### src/rtl/demux_decode.sv
// demux_decode: registered 1-to-N valid/ready demultiplexer with a one-entry holding register per lane.
// Ports:
//   clk, rst     clock and asynchronous active-high reset
//   in_valid     input word valid
//   in_ready     input can accept (combinational, independent of in_valid)
//   in_sel       destination lane index; out-of-range words are dropped
//   in_data      input word
//   out_valid    per-lane valid, bit i = lane i
//   out_ready    per-lane ready from the consumer
//   out_data     per-lane held word (unpacked array), qualify with out_valid
//   occupancy    registered count of FULL lanes
//   sel_err      one-cycle pulse after an accepted out-of-range in_sel
// Optional (DEMUX_DECODE_STATS_EN): lane_count per-lane accept counters, drop_count dropped-word counter.
module demux_decode #(
    parameter int DATA_W = 8,
    parameter int NUM_LANES = 8,
    parameter int SEL_W = 3
) (
    input  logic                             clk,
    input  logic                             rst,
    input  logic                             in_valid,
    output logic                             in_ready,
    input  logic [SEL_W-1:0]                 in_sel,
    input  logic [DATA_W-1:0]                in_data,
    output logic [NUM_LANES-1:0]             out_valid,
    input  logic [NUM_LANES-1:0]             out_ready,
    output logic [DATA_W-1:0]                out_data [0:NUM_LANES-1],
    output logic [$clog2(NUM_LANES+1)-1:0]   occupancy,
    output logic                             sel_err
`ifdef DEMUX_DECODE_STATS_EN
    ,
    output logic [15:0]                      lane_count [0:NUM_LANES-1],
    output logic [15:0]                      drop_count
`endif
);
    localparam int OCC_W = $clog2(NUM_LANES+1);
    // One extra bit so NUM_LANES itself is representable when it equals 2**SEL_W.
    localparam logic [SEL_W:0] LANES = (SEL_W+1)'(NUM_LANES);
    logic                 sel_ok;
    logic                 drop;
    logic [NUM_LANES-1:0] hit;
    logic [NUM_LANES-1:0] load;
    logic [NUM_LANES-1:0] next_valid;
    logic [OCC_W-1:0]     next_occ;
    always_comb begin
        sel_ok = {1'b0, in_sel} < LANES;
        hit = '0;
        for (int i = 0; i < NUM_LANES; i++) hit[i] = in_sel == SEL_W'(i);
        // A full lane is still ready when it drains this edge, so refill has no bubble.
        in_ready = sel_ok ? |(hit & (~out_valid | out_ready)) : 1'b1;
        load = (in_valid && in_ready) ? hit : '0;
        drop = in_valid && !sel_ok;
        next_valid = (out_valid & ~out_ready) | load;
        next_occ = '0;
        for (int i = 0; i < NUM_LANES; i++) next_occ = next_occ + OCC_W'(next_valid[i]);
    end
    always_ff @(posedge clk or posedge rst) begin
        if (rst) begin
            out_valid <= '0;
            occupancy <= '0;
            sel_err <= 1'b0;
            for (int i = 0; i < NUM_LANES; i++) out_data[i] <= '0;
        end else begin
            out_valid <= next_valid;
            occupancy <= next_occ;
            sel_err <= drop;
            for (int i = 0; i < NUM_LANES; i++) if (load[i]) out_data[i] <= in_data;
        end
    end
`ifdef DEMUX_DECODE_STATS_EN
    always_ff @(posedge clk or posedge rst) begin
        if (rst) begin
            drop_count <= '0;
            for (int i = 0; i < NUM_LANES; i++) lane_count[i] <= '0;
        end else begin
            if (drop) drop_count <= drop_count + 16'd1;
            for (int i = 0; i < NUM_LANES; i++) if (load[i]) lane_count[i] <= lane_count[i] + 16'd1;
        end
    end
`endif
endmodule

### config.mk
export PLATFORM = sky130hd
export DESIGN_NAME = demux_decode
export DESIGN_NICKNAME = d
export VERILOG_FILES = /design/src/rtl/demux_decode.sv
export SDC_FILE = /design/constraint.sdc
export NUM_CORES = 1
export LEC_CHECK = 0
export ABC_AREA = 1
export CAP_MARGIN = 20
export CORE_UTILIZATION = 43
export DETAILED_ROUTE_END_ITERATION = 10
export GPL_ROUTABILITY_DRIVEN = 1
export PLACE_DENSITY_LB_ADDON = 0.3
export SLEW_MARGIN = 15
export SYNTH_ARGS = -nofsm -noshare
export SYNTH_HDL_FRONTEND = slang
export SYNTH_SLANG_ARGS = --single-unit
### constraint.sdc
create_clock -name clk -period 3.5 [get_ports clk]
set_clock_uncertainty 0.1 [all_clocks]
set_input_delay 0.7 -clock clk [delete_from_list [all_inputs] [get_ports clk]]
set_output_delay 0.7 -clock clk [all_outputs]
set_load 0.005 [all_outputs]
==> impl_metrics.tcl, run 1 <==
set metrics [dict create \
    cp.arrival_ns 3.93 \
    hold_class "reg -> reg" \
    required_ns 3.65 \
    yosysUniqueCellTypes 24 \
    p_leak_nw 2.666 \
    synth_common_cells "147 x nand2_1, 76 x dfrtp_1, 64 x nand4_1, 19 x inv_1, 8 x clkbuf_1" \
    status "finished, violations left" \
    antenna_cells 0 \
    syn_area_per_cell_um2 9.263 \
    clockBufferDepth 2 \
    ant_nets 0 \
    crit_chain "buf_8 > inv_4 > nor2_4 > nand3_2 > nand2_2 > nor2_4 > nand2_4 > nand3_4 > nand2_4 > inv_2 > fa_1 > fa_1 > fa_1 > inv_2 > ha_4 > inv_2 > fa_2 > inv_2" \
    finalCriticalPeriod_ns 3.784 \
    place_inst 599 \
    synthCells 384 \
    track_usage 0.2680 \
    setup_viol 3 \
    cts_tree "built" \
    die-area_mm2 0.008641 \
    cap_violations 0 \
    synth.most_common_cell "nand2_1" \
    row_count 32 \
    rsz0062_at_grt "yes" \
    syn_nets 413 \
    hpwl_um 6894 \
    layout-drive-gt1-share 0.2900 \
    clock_sinks 76 \
    path_max_fanout 5 \
    synth_area_mm2 0.003557 \
    grt_pass1_wl_um 17440 \
    cts_buffers 9 \
    finalHoldViolCount 0 \
    synthArstFlopShare 1.000 \
    cts_hold_buf 0 \
    clk_pin_slew_ns 0.08 \
    start_util 0.4533 \
    drc 0 \
    failed_checks "setup timing" \
    slowest_stage "fa_1" \
    synth.largest_area_cell "dfrtp_1" \
    num_vias 3439 \
    finalCritPeriodShare 1.081 \
    coreArea_mm2 0.007848 \
    synth.top_cell.area_share 0.5346 \
    peakVddDrop_mv 0.2808 \
    synth_flop_cell "dfrtp_1" \
    critPathLaunchType "input pin" \
    globalRouteOverflowTotal 0 \
    fin_cells 640 \
    nets 562 \
    end_kind "register" \
    criticalPathCategory "in -> reg" \
    routabilityCongestion 0.8770 \
    clock_latency_ns 0.35 \
    area_growth_pct 52.27 \
    cp_num_buf_inv 6 \
    seq_area_frac_synth 0.5346 \
    slew_viol_final 0 \
    buffer_ports.inserted 98 \
    critical_path.max_stage_delay_ns 0.58 \
    cts_root_buf "clkbuf_8" \
    power_density_mw_per_mm2 495.0 \
    worst_pin_slew_ns 0.9184 \
    ys_warn_count 0 \
    pin_count 100 \
    first_global_vias 3346 \
    synth-edff-count 0 \
    cpMostUsedCell "inv_2" \
    antenna_found_initial 0 \
    drt_iter0_drc 241 \
    dieHeight_um 92.96 \
    ys_top_cells_by_area "dfrtp_1 53%, nand2_1 16%, nand4_1 11%" \
    drt-vias-per-instance 5.373 \
    critPathTopFamily "adder cells" \
    slew_headroom 0.3869 \
    drtPass1Iterations 4 \
    ys_ff_latch 76 \
    fmax_mhz 264.3 \
    fp.dieW_um 92.96 \
    utilization 0.6902 \
    setup_ws_ns -0.2840 \
    htreeDepth 3 \
    grt_max_degree 45 \
    wl_per_cell_um 17.88 \
    wl_um 11450 \
]
==> layer usage <==
metal,vias up,GRT usage,share of wire
met5,-,0,0
met4,0,0.1205,0.039
met3,37,0.04105,0.068
met2,158,0.4338,0.48
met1,1670,0.3558,0.41
li1,1574,-,-
==> through the flow <==
stage          setup TNS, ns  area, µm²  hold slack (ns)  worst slack [ns]  total power [mW]
2_1_floorplan         -1.325       3597           0.3654           -0.5220             1.485
3_3_place_gp          -3.010       4840           0.3566           -0.8794             1.981
3_5_place_dp          -4.010       4840           0.3575            -1.137             2.005
4_1_cts              -0.6893       5314           0.3771           -0.3683             2.665
5_1_grt              -0.9210       5416           0.3914           -0.3669             2.819
6_report             -0.6298       5416           0.3729           -0.2840             2.681
==> worst min-delay path: cells and delay by family (launching register included) <==
family | cells | cell delay [ns]
flops | 1 | 0.35
simple gates | 2 | 0.09
==> where the power goes <==
| part | switching, mW | total [mW] | internal (mW) |
|---|---|---|---|
| Combinational | 0.361 | 0.851 | 0.490 |
| Clock | 0.322 | 0.637 | 0.315 |
| Sequential | 0.121 | 1.19 | 1.07 |
==> layout by cell type, fill, tap and decap left out, types with 3 or more instances in the layout <==
master,synthesis,routed
dfrtp_1,76,76
inv_2,6,13
nand3_2,3,9
fa_1,4,3
nand4_1,64,64
nand2_4,2,6
buf_4,4,65
nor2_4,0,5
nor3_2,6,4
nand2_1,147,131
clkdlybuf4s50_1,0,86
clkbuf_8,0,12
nand3_4,5,6
dlygate4sd2_1,0,6
nand2_2,5,16
inv_1,19,10
==> layout make-up <==
class | count | area, µm²
clock inverter | 3 | 20.02
fill | 617 | 2431
timing repair buffer | 165 | 1494
sequential | 76 | 1902
multi-input combinational | 255 | 1589
inverter | 26 | 115.1
tap | 102 | 127.6
clock buffer | 13 | 168.9
==> state kept, by name, indices dropped and copies added, names as in the netlist <==
signal / flops
occupancy: 4
out_data: 64
out_valid: 8
==> timing repair <==
action / CTS / global route
gates resized for setup: 62 / 29
cloned: 0 / 0
pin swaps: 24 / 17
setup endpoints to repair: 5 / 5
buffers inserted: 22 / 5
==> worst paths after layout <==
path | startpoint | end | slack, ns | depth (start not counted)
setup / recovery | in_sel[1] | occupancy[1]$_DFF_PP0_ | -0.28 | 18
hold / removal | out_data[19]$_DFFE_PP0P_ | out_data[19]$_DFFE_PP0P_ | 0.37 | 2
setup reg to reg | out_valid[4]$_DFF_PP0_ | occupancy[1]$_DFF_PP0_ | -0.11 | 16
hold reg to reg | out_data[19]$_DFFE_PP0P_ | out_data[19]$_DFFE_PP0P_ | 0.37 | 2
max in group asynchronous | rst | out_data[28]$_DFFE_PP0P_ | 1.75 | 3
min in group asynchronous | rst | out_data[57]$_DFFE_PP0P_ | 0.78 | 2
==> cell families (layout without fill, tap and decap cells) <==
family	Yosys count	count (layout)	synth area share
other	1	1	0.001054
xor gates and xnor gates	1	1	0.002463
and+or+nand+nor	246	246	0.3591
buffers and inverters	53	207	0.06965
DFF	76	76	0.5346
adders and majority gates	7	7	0.03307
No activity file was read; power rests on OpenSTA's default activity.
==> run 2: changes to the inputs <==
PLACE_DENSITY = 0.76   (was unset)
PLACE_DENSITY_LB_ADDON = unset   (was 0.3)
==> impl_metrics.tcl, run 2 (same netlist as run 1, synthesis figures left out) <==
set metrics [dict create \
    status "finished, violations left" \
    failed_checks "setup timing" \
    first_global_vias 3217 \
    setup_viol 2 \
    peakVddDrop_mv 0.2780 \
    top_regs "out_data (64), out_valid (8), occupancy (4)" \
    critPathLaunch "in_sel[2]" \
    drtPass1Iterations 4 \
    die-area_mm2 0.008641 \
    clock_sinks 76 \
    area_growth_pct 50.19 \
    power_density_mw_per_mm2 515.9 \
    nets 551 \
    drt_iter0_drc 193 \
    layout-drive-gt1-share 0.2629 \
    fmax_mhz 266.6 \
    grt_max_degree 42 \
    cap_violations 0 \
    cts_buffers 9 \
    intPower_mw 1.973 \
    place_area_mm2 0.004837 \
    pre_cts_slack_ns -1.078 \
    utilization 0.6808 \
    coreArea_mm2 0.007848 \
    clkPwrFrac 0.263 \
    cts_hold_buf 0 \
    wl_um 10740 \
    grt_pass1_wl_um 16450 \
    antenna_cells 0 \
    critPathLaunchType "input pin" \
    hpwl_um 6846 \
    antenna_found_initial 0 \
    final_common_cell "nand2_1" \
    worst_pin_slew_ns 0.7943 \
    routabilityCongestion 0.8570 \
    fill_cells 592 \
    row_count 32 \
    power_frac_comb 0.305 \
    final_cell_mix "132 x nand2_1, 86 x clkdlybuf4s50_1, 76 x dfrtp_1" \
    largest_register_ffs 64 \
    path_max_fanout 27 \
    slew_headroom 0.4697 \
    drt-vias-per-instance 5.466 \
    required_ns 3.66 \
    buffer_ports.inserted 98 \
    p_switching_mw 0.7828 \
    clk_pin_slew_ns 0.08 \
    cp.arrival_ns 3.91 \
    cts_root_buf "clkbuf_8" \
    slew_viol_final 0 \
    clockBufferDepth 2 \
    track_usage 0.2537 \
    setup_ws_ns -0.2512 \
    start_util 0.4533 \
    finalCritPeriodShare 1.072 \
    multi_input_area_mm2 0.001564 \
    criticalPathCategory "in -> reg" \
    htreeDepth 3 \
    timing.rr.start "out_valid[3]$_DFF_PP0_" \
    seq_power_share 0.432 \
    ant_nets 0 \
    seq_area_mm2 0.001902 \
    rsz0062_at_grt "yes" \
    pin_count 100 \
    finalCriticalPeriod_ns 3.751 \
    globalRouteOverflowTotal 0 \
    p_leak_nw 2.621 \
    hold_class "reg -> reg" \
    cts_tree "built" \
    clock_latency_ns 0.36 \
    dieHeight_um 92.96 \
    end_kind "register" \
    switching_share 0.2840 \
    wl_per_cell_um 17.14 \
    drc 0 \
    num_vias 3427 \
    finalHoldViolCount 0 \
    regMostFlops "out_data" \
    fin_area_mm2 0.005343 \
    fp.dieW_um 92.96 \
    worstHoldStart "out_data[54]$_DFFE_PP0P_" \
]
==> run 2: changes by cell type in the layout (fill, tap and decap cells not counted), sizes merged, moves of 2 or more <==
cell and delta:
clkdlybuf4s15 +6, dlygate4sd2 -6, buf -11, clkinv -2
clkinvlp -2, bufinv +2
==> run 2: power groups by stage <==
stage	clock network, mW	registers, mW	logic, mW
finish	0.725	1.19	0.840
global route	0.761	1.21	0.914
CTS	0.719	1.19	0.830
detailed placement	0	1.20	0.798
global placement	0	1.20	0.778
floorplan	0	1.20	0.282
==> run 2: worst paths after layout <==
| kind | slack (ns) | depth (start not counted) | endpoint |
|---|---|---|---|
| worst max-delay path | -0.25 | 19 | occupancy[1]$_DFF_PP0_ |
| worst min-delay path | 0.37 | 2 | out_data[54]$_DFFE_PP0P_ |
| worst max register to register | -0.15 | 17 | occupancy[1]$_DFF_PP0_ |
| worst min register to register | 0.37 | 2 | out_data[54]$_DFFE_PP0P_ |
| max in group asynchronous | 1.90 | 3 | out_data[37]$_DFFE_PP0P_ |
| min in group asynchronous | 0.72 | 2 | out_valid[2]$_DFF_PP0_ |
==> run 2: critical path, stage by stage <==
cell	delay, ns
buf_8	0.10
buf_8	0.13
nor2_8	0.08
nand2_2	0.06
nand2_2	0.10
nor2_4	0.06
nand2_4	0.13
buf_4	0.12
buf_4	0.29
nand3_4	0.13
nand2_2	0.11
inv_2	0.05
fa_1	0.54
fa_1	0.42
inv_1	0.08
ha_2	0.19
inv_2	0.04
fa_2	0.52
inv_2	0.03
==> run 2: timing repair <==
action,in CTS,in global routing
pin swaps,20,22
endpoints found under the setup margin,5,5
gates resized for setup,66,27
buffers inserted,10,8
==> run 2: per-stage QoR <==
step                hold WS [ns]  power [mW]  std cells  TNS, ns
finish                    0.3742       2.756        627  -0.4351
global route              0.3916       2.886        627  -0.6918
floorplan                 0.3654       1.485        384   -1.325
detailed placement        0.3587       2.002        597   -3.860
CTS                       0.3755       2.740        621  -0.6260
global placement          0.3587       1.981        597   -3.129
==> run 2: layer usage <==
layer | vias up | track usage | routed length (µm)
met2 | 164 | 0.4013 | 5178
met5 | - | 0 | 0
met4 | 0 | 0.1308 | 396
met1 | 1674 | 0.3260 | 4394
li1 | 1553 | - | -
met3 | 36 | 0.05665 | 775
==> run 2: final cells by class <==
| type | instances | area share |
|---|---|---|
| well taps | 102 | 0.02389 |
| repair buffers | 154 | 0.2689 |
| clock inverters | 2 | 0.01124 |
| multi-input cells | 255 | 0.2927 |
| clock buffers | 12 | 0.02717 |
| inverters | 26 | 0.02014 |
| flip-flops and latches | 76 | 0.3560 |
